<file path="src/rtl/controlador_de_alarmas.sv">
`default_nettype none
// ============================================================================
// Module     : controlador_de_alarmas
// Description: Alarm controller. It debounces four raw sensors and drives a
//              horn with acknowledge, silence and re-arm, a fan with a hold
//              time after its request drops, a latched power cut and a
//              latched cause register.
// Ports      : clk           - single clock, rising edge
//              reset         - synchronous, active-high
//              Temperatura   - raw over-temperature sensor
//              Manual        - raw manual alarm pushbutton
//              SobreCarga    - raw overload sensor
//              Humo          - raw smoke sensor
//              Reconocer     - operator acknowledge, sampled every cycle
//              Bocina        - horn (registered)
//              Extractor     - fan (registered)
//              Interrupcion  - power cut (registered, latched)
//              Causas[3:0]   - latched causes {Temperatura, Manual,
//                              SobreCarga, Humo} (registered)
// Revision   : 1.0 - initial release
// ============================================================================
module controlador_de_alarmas #(
    parameter int CICLOS_FILTRO    = 4,
    parameter int CICLOS_EXTRACTOR = 10,
    parameter int CICLOS_BOCINA    = 20,
    parameter int ANCHO_CONT       = 8
) (
    input  logic       clk,
    input  logic       reset,
    input  logic       Temperatura,
    input  logic       Manual,
    input  logic       SobreCarga,
    input  logic       Humo,
    input  logic       Reconocer,
    output logic       Bocina,
    output logic       Extractor,
    output logic       Interrupcion,
    output logic [3:0] Causas
);

    // Terminal counts: an event fires on the edge where the counter would
    // reach CICLOS_*, i.e. when it already holds CICLOS_* - 1.
    localparam logic [ANCHO_CONT-1:0] c_filtro_ult = ANCHO_CONT'(CICLOS_FILTRO - 1);
    localparam logic [ANCHO_CONT-1:0] c_ext_ult    = ANCHO_CONT'(CICLOS_EXTRACTOR - 1);
    localparam logic [ANCHO_CONT-1:0] c_boc_ult    = ANCHO_CONT'(CICLOS_BOCINA - 1);
    localparam logic [ANCHO_CONT-1:0] c_max        = '1;

    typedef enum logic [1:0] {
        REPOSO     = 2'd0,
        ALARMA     = 2'd1,
        SILENCIADA = 2'd2
    } estado_t;

    logic [3:0] w_raw;
    logic [3:0] w_filt;
    logic       w_req_ext;
    logic       w_req_boc;
    logic       w_req_int;

    // Bit order matches Causas: {Temperatura, Manual, SobreCarga, Humo}
    assign w_raw = {Temperatura, Manual, SobreCarga, Humo};

    // ------------------------------------------------------------------
    // Input filters: the filtered bit follows the raw input only after
    // CICLOS_FILTRO consecutive differing samples.
    // ------------------------------------------------------------------
    for (genvar i = 0; i < 4; i++) begin : g_filtro
        logic [ANCHO_CONT-1:0] r_cnt;
        logic                  r_f;

        always_ff @(posedge clk) begin
            if (reset) begin
                r_cnt <= '0;
                r_f   <= 1'b0;
            end else if (w_raw[i] != r_f) begin
                if (r_cnt >= c_filtro_ult) begin
                    r_f   <= w_raw[i];
                    r_cnt <= '0;
                end else if (r_cnt != c_max) begin
                    r_cnt <= r_cnt + 1'b1;
                end
            end else begin
                r_cnt <= '0;
            end
        end

        assign w_filt[i] = r_f;
    end

    // w_filt[0]=Humo, [1]=SobreCarga, [2]=Manual, [3]=Temperatura
    assign w_req_ext = w_filt[0] | w_filt[2];
    assign w_req_boc = w_req_ext | w_filt[3];
    assign w_req_int = w_filt[1] | w_filt[2];

    // ------------------------------------------------------------------
    // Latched causes and power cut: set wins over acknowledge.
    // ------------------------------------------------------------------
    always_ff @(posedge clk) begin
        if (reset) begin
            Causas       <= 4'b0000;
            Interrupcion <= 1'b0;
        end else begin
            Causas       <= w_filt | (Causas & {4{~Reconocer}});
            Interrupcion <= w_req_int | (Interrupcion & ~Reconocer);
        end
    end

    // ------------------------------------------------------------------
    // Fan: on while requested, then held for CICLOS_EXTRACTOR cycles.
    // A renewed request clears the hold counter.
    // ------------------------------------------------------------------
    logic [ANCHO_CONT-1:0] r_cnt_ext;

    always_ff @(posedge clk) begin
        if (reset) begin
            Extractor <= 1'b0;
            r_cnt_ext <= '0;
        end else if (w_req_ext) begin
            Extractor <= 1'b1;
            r_cnt_ext <= '0;
        end else if (Extractor) begin
            if (r_cnt_ext >= c_ext_ult) begin
                Extractor <= 1'b0;
                r_cnt_ext <= '0;
            end else if (r_cnt_ext != c_max) begin
                r_cnt_ext <= r_cnt_ext + 1'b1;
            end
        end
    end

    // ------------------------------------------------------------------
    // Horn FSM with registered output.
    // ------------------------------------------------------------------
    estado_t               r_estado;
    logic [ANCHO_CONT-1:0] r_cnt_boc;

    always_ff @(posedge clk) begin
        if (reset) begin
            r_estado  <= REPOSO;
            r_cnt_boc <= '0;
            Bocina    <= 1'b0;
        end else begin
            case (r_estado)
                REPOSO: begin
                    if (w_req_boc) begin
                        r_estado <= ALARMA;
                        Bocina   <= 1'b1;
                    end
                end
                ALARMA: begin
                    // Holds even without a request until acknowledged
                    if (Reconocer) begin
                        r_estado  <= SILENCIADA;
                        r_cnt_boc <= '0;
                        Bocina    <= 1'b0;
                    end
                end
                SILENCIADA: begin
                    // Acknowledge is ignored here so a held button cannot
                    // suppress the re-arm.
                    if (!w_req_boc) begin
                        r_estado  <= REPOSO;
                        r_cnt_boc <= '0;
                    end else if (r_cnt_boc >= c_boc_ult) begin
                        r_estado  <= ALARMA;
                        r_cnt_boc <= '0;
                        Bocina    <= 1'b1;
                    end else if (r_cnt_boc != c_max) begin
                        r_cnt_boc <= r_cnt_boc + 1'b1;
                    end
                end
                default: begin
                    r_estado  <= REPOSO;
                    r_cnt_boc <= '0;
                    Bocina    <= 1'b0;
                end
            endcase
        end
    end

endmodule
`default_nettype wire

</file>
<file path="config.mk">
export PLATFORM = sky130hd
export DESIGN_NAME = controlador_de_alarmas
export DESIGN_NICKNAME = d
export VERILOG_FILES = /design/src/rtl/controlador_de_alarmas.sv
export SDC_FILE = /design/constraint.sdc
export NUM_CORES = 1
export LEC_CHECK = 0
export BUFFER_PORTS_ARGS = -buffer_cell sky130_fd_sc_hd__buf_2
export CAP_MARGIN = 20
export CORE_MARGIN = 2
export CORE_UTILIZATION = 52
export CTS_CLUSTER_DIAMETER = 120
export DETAILED_ROUTE_END_ITERATION = 12
export GPL_TIMING_DRIVEN = 0
export PLACE_DENSITY = 0.69
export SLEW_MARGIN = 25
export SYNTH_ARGS = -nofsm -noshare
export SYNTH_HDL_FRONTEND = slang
export SYNTH_SLANG_ARGS = --single-unit
export TNS_END_PERCENT = 10
</file>
<file path="constraint.sdc">
create_clock -name clk -period 1.6 [get_ports clk]
set_input_delay 0.16 -clock clk [delete_from_list [all_inputs] [get_ports clk]]
set_output_delay 0.16 -clock clk [all_outputs]
set_load 0.01 [all_outputs]
</file>
==> impl_metrics.ini, run 1 <==
[hold_path]
min_path_type = input pin to flip-flop
hold_path_depth = 3
hold_start = Manual
whs_endpoint = g_filtro[2].r_f

[yosys]
ys_seq_area_share_pct = 57.3
synth_top_area_share_pct = 57.3
synth_cell_type_count = 39
synth-seq-cells = 61
synth.cell_area_um2 = 2130
synth_edf_count = 0
yosysTopAreaCell = dfxtp_1
syn_inst = 202
syn_area_per_cell_um2 = 10.5
yosys_warnings = 0
ys_async_sr_fraction_pct = 0
synth_ff_type = dfxtp_1
yosys-top-cells-area = dfxtp_1, ha_1, nor2_1, a2111oi_0, a21oi_1

[worst_setup_path]
r2r-start = r_cnt_boc[1]
rrSetupSlack_ps = -2
worstSetupPathType = flip-flop to flip-flop
r2r_end = r_cnt_boc[2]
cp_max_fo = 4
crit_path_start_kind = flip-flop
required_ps = 1850
crit_path_end_kind = flip-flop
arrival_ps = 1860
rr_worst_depth = 5

[power_and_ir_drop]
switching_power_uw = 652
combPwrFrac_pct = 5.6
pwr-share-clk_pct = 40.6
p_int_uw = 2360
p_leak_uw = 0.00105
power_density_nw_per_um2 = 1170
p_total_uw = 3020
p_seq_share_pct = 53.8
peakVddDrop_mv = 0.709
swShare_pct = 21.6

[sta]
finalSetupViolCount = 1
skew_ps = 7.59
finalCriticalPeriod_ps = 1600
timing.final.crit_share_pct = 100
slew_viol_final = 0
timing.final.ws_setup_ps = -1.99
hold_violations = 0
fmaxAchievable_mhz = 624
rsz0062_at_grt = true
holdWs_ps = 96.5

[grt]
grt_max_degree = 11
grt_pass1_wl_um = 5820
gr-total-overflow = 0
grt_use_total_pct = 17.8
grt_antenna_before_repair = 0
grt_pass1_vias = 1392

[final_layout]
nFillCells = 339
final_cell_mix = dfxtp_1, conb_1, nor2_1
utilization_pct = 64.9
final_common_cell = dfxtp_1
diodes = 0
drive_above_1_share_pct = 17.3
nets = 266
fin_area_um2 = 2580
syn_to_final_growth_pct = 21.0

[clock_network]
clkLatencyLatePin_ps = 330
path_clk_slew_ps = 60
cts_tree = done
h-tree-depth = 3
cts_root_buf = clkbuf_8
cts.sinks = 61
cts_buffers = 9
clk_path_buf_depth = 2
cts_hold_buffers = 0

[floorplan]
dieArea_um2 = 4630
core_um2 = 3970
start_util_pct = 53.7
io_pins = 14
die_h_um = 68.0
die_x_um = 68.0
placementRows = 23

[flow_run]
max-cap-violations = 0

[drt]
routed_wl_um = 3520
drc = 0
drt_first_pass_iters = 4
postRouteAntennaNets = 0
drt_iter0_markers = 51
vias = 1518
wire_per_inst_um = 11.6
viasPerCell = 4.99

[outcome]
violations = setup timing
status = complete, but fails checks

[placement]
dp_hpwl_um = 2490
place_congestion = 0.751
dp_slack_ps = -150
portBuffers = 13
place_area_um2 = 2360
==> state kept, by name, summed over array words and instances (netlist names) <==
signal          count
r_cnt_ext           8
Extractor           1
g_filtro.r_f        4
Bocina              1
Causas              4
g_filtro.r_cnt     32
r_cnt_boc           8
Interrupcion        1
r_estado            2
==> stage by stage <==
| step | instances | TNS (ps) |
|---|---|---|
| after floorplan | 225 | -26.0 |
| after global placement | 288 | -550 |
| after detailed placement | 288 | -574 |
| after CTS | 304 | 0 |
| after global routing | 304 | -244 |
| final | 304 | -1.99 |
==> worst max-delay path: stages (launching register included) <==
cell and delay, ps:
dfxtp_2 340, ha_4 170, o31ai_4 250, nand4b_4 160
or4b_1 480, a31oi_1 130
==> cells by family after synthesis <==
logic type / share of synthesized area, %
compound gates: 12.4
xor+xnor: 2.06
fa+ha+maj: 4.70
buf+inv: 2.17
flops: 57.3
mux: 0.998
other cells: 0.176
simple gates: 20.1
==> layer usage <==
metal	share of wire, %	track usage (%)	vias to the layer above
met1	49	20.9	675
met2	43	26.7	24
met3	5.1	9.54	7
met4	2.2	8.25	0
met5	0	0	-
li1	-	-	812
==> worst max-delay path by stage <==
stage,startpoint,end,slack [ps]
3_3_place_gp,r_cnt_boc[1],r_cnt_boc[2],-100
2_1_floorplan,r_cnt_boc[1],r_cnt_boc[2],-30
5_1_grt,r_cnt_boc[0],r_cnt_boc[2],-110
4_1_cts,r_cnt_ext[0],r_cnt_ext[0],0.5
3_5_place_dp,r_cnt_boc[1],r_cnt_boc[2],-150
6_report,r_cnt_boc[1],r_cnt_boc[2],-2
==> cell type report <==
type	instances	area, µm²	share of cell area (%)
Buffer	4	16.3	0.631
Clock buffer	13	179	6.94
Clock inverter	1	5.00	0.194
Inverter	8	30.0	1.16
Multi-Input combinational cell	152	982	38.1
Sequential cell	61	1220	47.5
Tap cell	50	62.6	2.43
Timing Repair Buffer	15	80.1	3.11
==> cell usage after synthesis (2+ instances only) <==
| library cell | number |
|---|---|
| dfxtp_1 | 61 |
| nor2_1 | 21 |
| nand2_1 | 14 |
| a21oi_1 | 12 |
| nor3_1 | 9 |
| a2111oi_0 | 8 |
| ha_1 | 8 |
| inv_1 | 8 |
| nand3_1 | 6 |
| a31oi_1 | 5 |
| and4_1 | 5 |
| nor4_1 | 5 |
| nand4_1 | 4 |
| xnor2_1 | 4 |
| a211oi_1 | 3 |
| clkbuf_1 | 3 |
| a41oi_1 | 2 |
| and2_2 | 2 |
| nor2b_1 | 2 |
==> power groups by stage <==
stage	sequential (µW)	clock (µW)	combinational [µW]
2_1_floorplan	1650	0	107
3_5_place_dp	1660	0	159
3_3_place_gp	1660	0	157
5_1_grt	1630	1330	195
4_1_cts	1620	1260	166
6_report	1620	1220	169
==> repair_timing <==
action,CTS,global route
pin swaps,3,6
setup buffers,2,0
setup endpoints to repair,8,11
resized for setup,2,5
Power figures use the tool's default switching activity.
==> run 2, diff against run 1 <==
- CORE_UTILIZATION: 52 -> 58
- PLACE_DENSITY: 0.69 -> 0.73
- clock period: 1.6 -> 1.8 ns (I/O delays scaled with it)
==> run 2 against run 1 <==
First-iteration DRC count grew 5.9%. Final area fell by 2.6%. The run now ends clean. Clock skew fell by 1.8 ps. Largest power group unchanged. Critical path type unchanged.
==> impl_metrics.ini, run 2 (same netlist as run 1, synthesis figures left out) <==
[outcome]
status = finished clean

[hold_path]
hold_path_depth = 3
min_path_type = input pin to flip-flop

[clock_network]
cts.sinks = 61
cts_hold_buffers = 0
clkLatencyLatePin_ps = 330
clk_path_buf_depth = 2
cts_tree = done
cts_buffers = 9
postCtsSetupRepairBufs = 0
cts_root_buf = clkbuf_8
path_clk_slew_ps = 60
h-tree-depth = 3

[placement]
dp_cells = 286
portBuffers = 13
dp_slack_ps = 43.6
place_congestion = 0.821
dp_hpwl_um = 2450

[floorplan]
dieArea_um2 = 4170
start_util_pct = 59.1
io_pins = 14
placementRows = 22
die_h_um = 64.6
core_um2 = 3610
die_x_um = 64.6

[final_layout]
syn_to_final_growth_pct = 17.9
fin_cells = 301
final_cell_mix = dfxtp_1, conb_1, nor2_1
nets = 264
top_register = g_filtro.r_cnt
nFillCells = 288
final_common_cell = dfxtp_1
diodes = 0
largest_reg_flops = 32
drive_above_1_share_pct = 14.6
reg.largest.list = g_filtro.r_cnt (32), r_cnt_boc (8), r_cnt_ext (8)

[grt]
grt_pass1_wl_um = 6130
grt_pass1_vias = 1476
grt_antenna_before_repair = 0
grt_use_total_pct = 19.4
gr-total-overflow = 0
grt_max_degree = 11

[sta]
rsz0062_at_grt = true
slew_viol_final = 0
finalCriticalPeriod_ps = 1740
setup_tns_ps = 0
timing.final.ws_setup_ps = 63.6
finalSetupViolCount = 0
fmaxAchievable_mhz = 576
hold_violations = 0
skew_ps = 5.79
timing.final.crit_share_pct = 96.5

[power_and_ir_drop]
combPwrFrac_pct = 5.5
p_leak_uw = 0.00103
peakVddDrop_mv = 0.717
p_seq_share_pct = 55.6
power_density_nw_per_um2 = 1030
p_int_uw = 1980
pwr-share-clk_pct = 38.9
switching_power_uw = 611
swShare_pct = 23.6

[worst_setup_path]
critPathTopFamily = simple AND/OR/NAND/NOR gates
path_cells = ha_1, o31ai_4, nand4b_4, or4b_1, a31oi_1
crit_path_start_kind = flip-flop
crit_path_end_kind = flip-flop
arrival_ps = 1990
slowest_delay_ps = 490
rrSetupSlack_ps = 60
worstSetupPathType = flip-flop to flip-flop
cp_max_fo = 9
required_ps = 2060
cp.depth = 5
slowest_stage = or4b_1
cp_num_buf_inv = 0
rr_worst_depth = 5

[drt]
vias = 1540
drt_first_pass_iters = 4
routed_wl_um = 3470
drc = 0
viasPerCell = 5.12
wire_per_inst_um = 11.5
postRouteAntennaNets = 0
drt_iter0_markers = 54

[flow_run]
max-cap-violations = 0
-- run 2: cell count changes in the layout (fill, tap and decap cells not counted), moves of 2 or more --
cell,previous run,this run
dfxtp_1,59,61
clkbuf_8,13,10
clkinv_2,1,4
dfxtp_2,2,0
buf_4,2,0
-- run 2: layer usage --
metal  routed length [µm]  global-route usage, %
met5                    0                      0
met4                   83                   12.0
met3                  125                   5.56
met2                 1570                   30.6
met1                 1690                   23.4
-- run 2: worst paths after layout --
path	startpoint	endpoint
setup reg to reg	r_cnt_boc[0]	r_cnt_boc[2]
hold reg to reg	g_filtro[2].r_cnt[0]	g_filtro[2].r_cnt[0]
setup / recovery	r_cnt_boc[0]	r_cnt_boc[2]
hold / removal	Humo	g_filtro[0].r_f
-- run 2: final cells by class --
cell class	count	area (µm²)	share of cell area (%)
Buffer	4	16.3	0.648
Clock buffer	10	138	5.48
Clock inverter	5	27.5	1.10
Inverter	8	30.0	1.20
Multi-Input combinational cell	152	953	38.0
Sequential cell	61	1220	48.6
Tap cell	48	60.1	2.39
Timing Repair Buffer	13	65.1	2.59
-- run 2: worst min-delay path: cells and delay by family --
kind	cells	cell delay (ps)
compound gates	1	50
buf+inv	1	110
simple gates	1	50
-- run 2: metrics by stage --
stage	total power (µW)	hold WS (ps)	cell area, µm²	utilization (%)
CTS	2620	105	2510	69.5
global placement	1610	453	2340	65.0
floorplan	1560	320	2220	-
global route	2710	120	2510	69.6
detailed placement	1610	457	2340	65.0
finish	2590	121	2510	69.6
-- run 2: repair_timing --
action	4_1_cts	5_1_grt
endpoints found under the setup margin	0	7
hold endpoints to repair	0	0
gates resized for setup	0	1
-- run 2: power groups by stage --
stage               sequential [µW]  clock, µW  combinational (µW)
floorplan                      1470          0                95.2
detailed placement             1470          0                 140
CTS                            1440       1040                 141
finish                         1440       1010                 143
global route                   1450       1100                 166
global placement               1470          0                 138
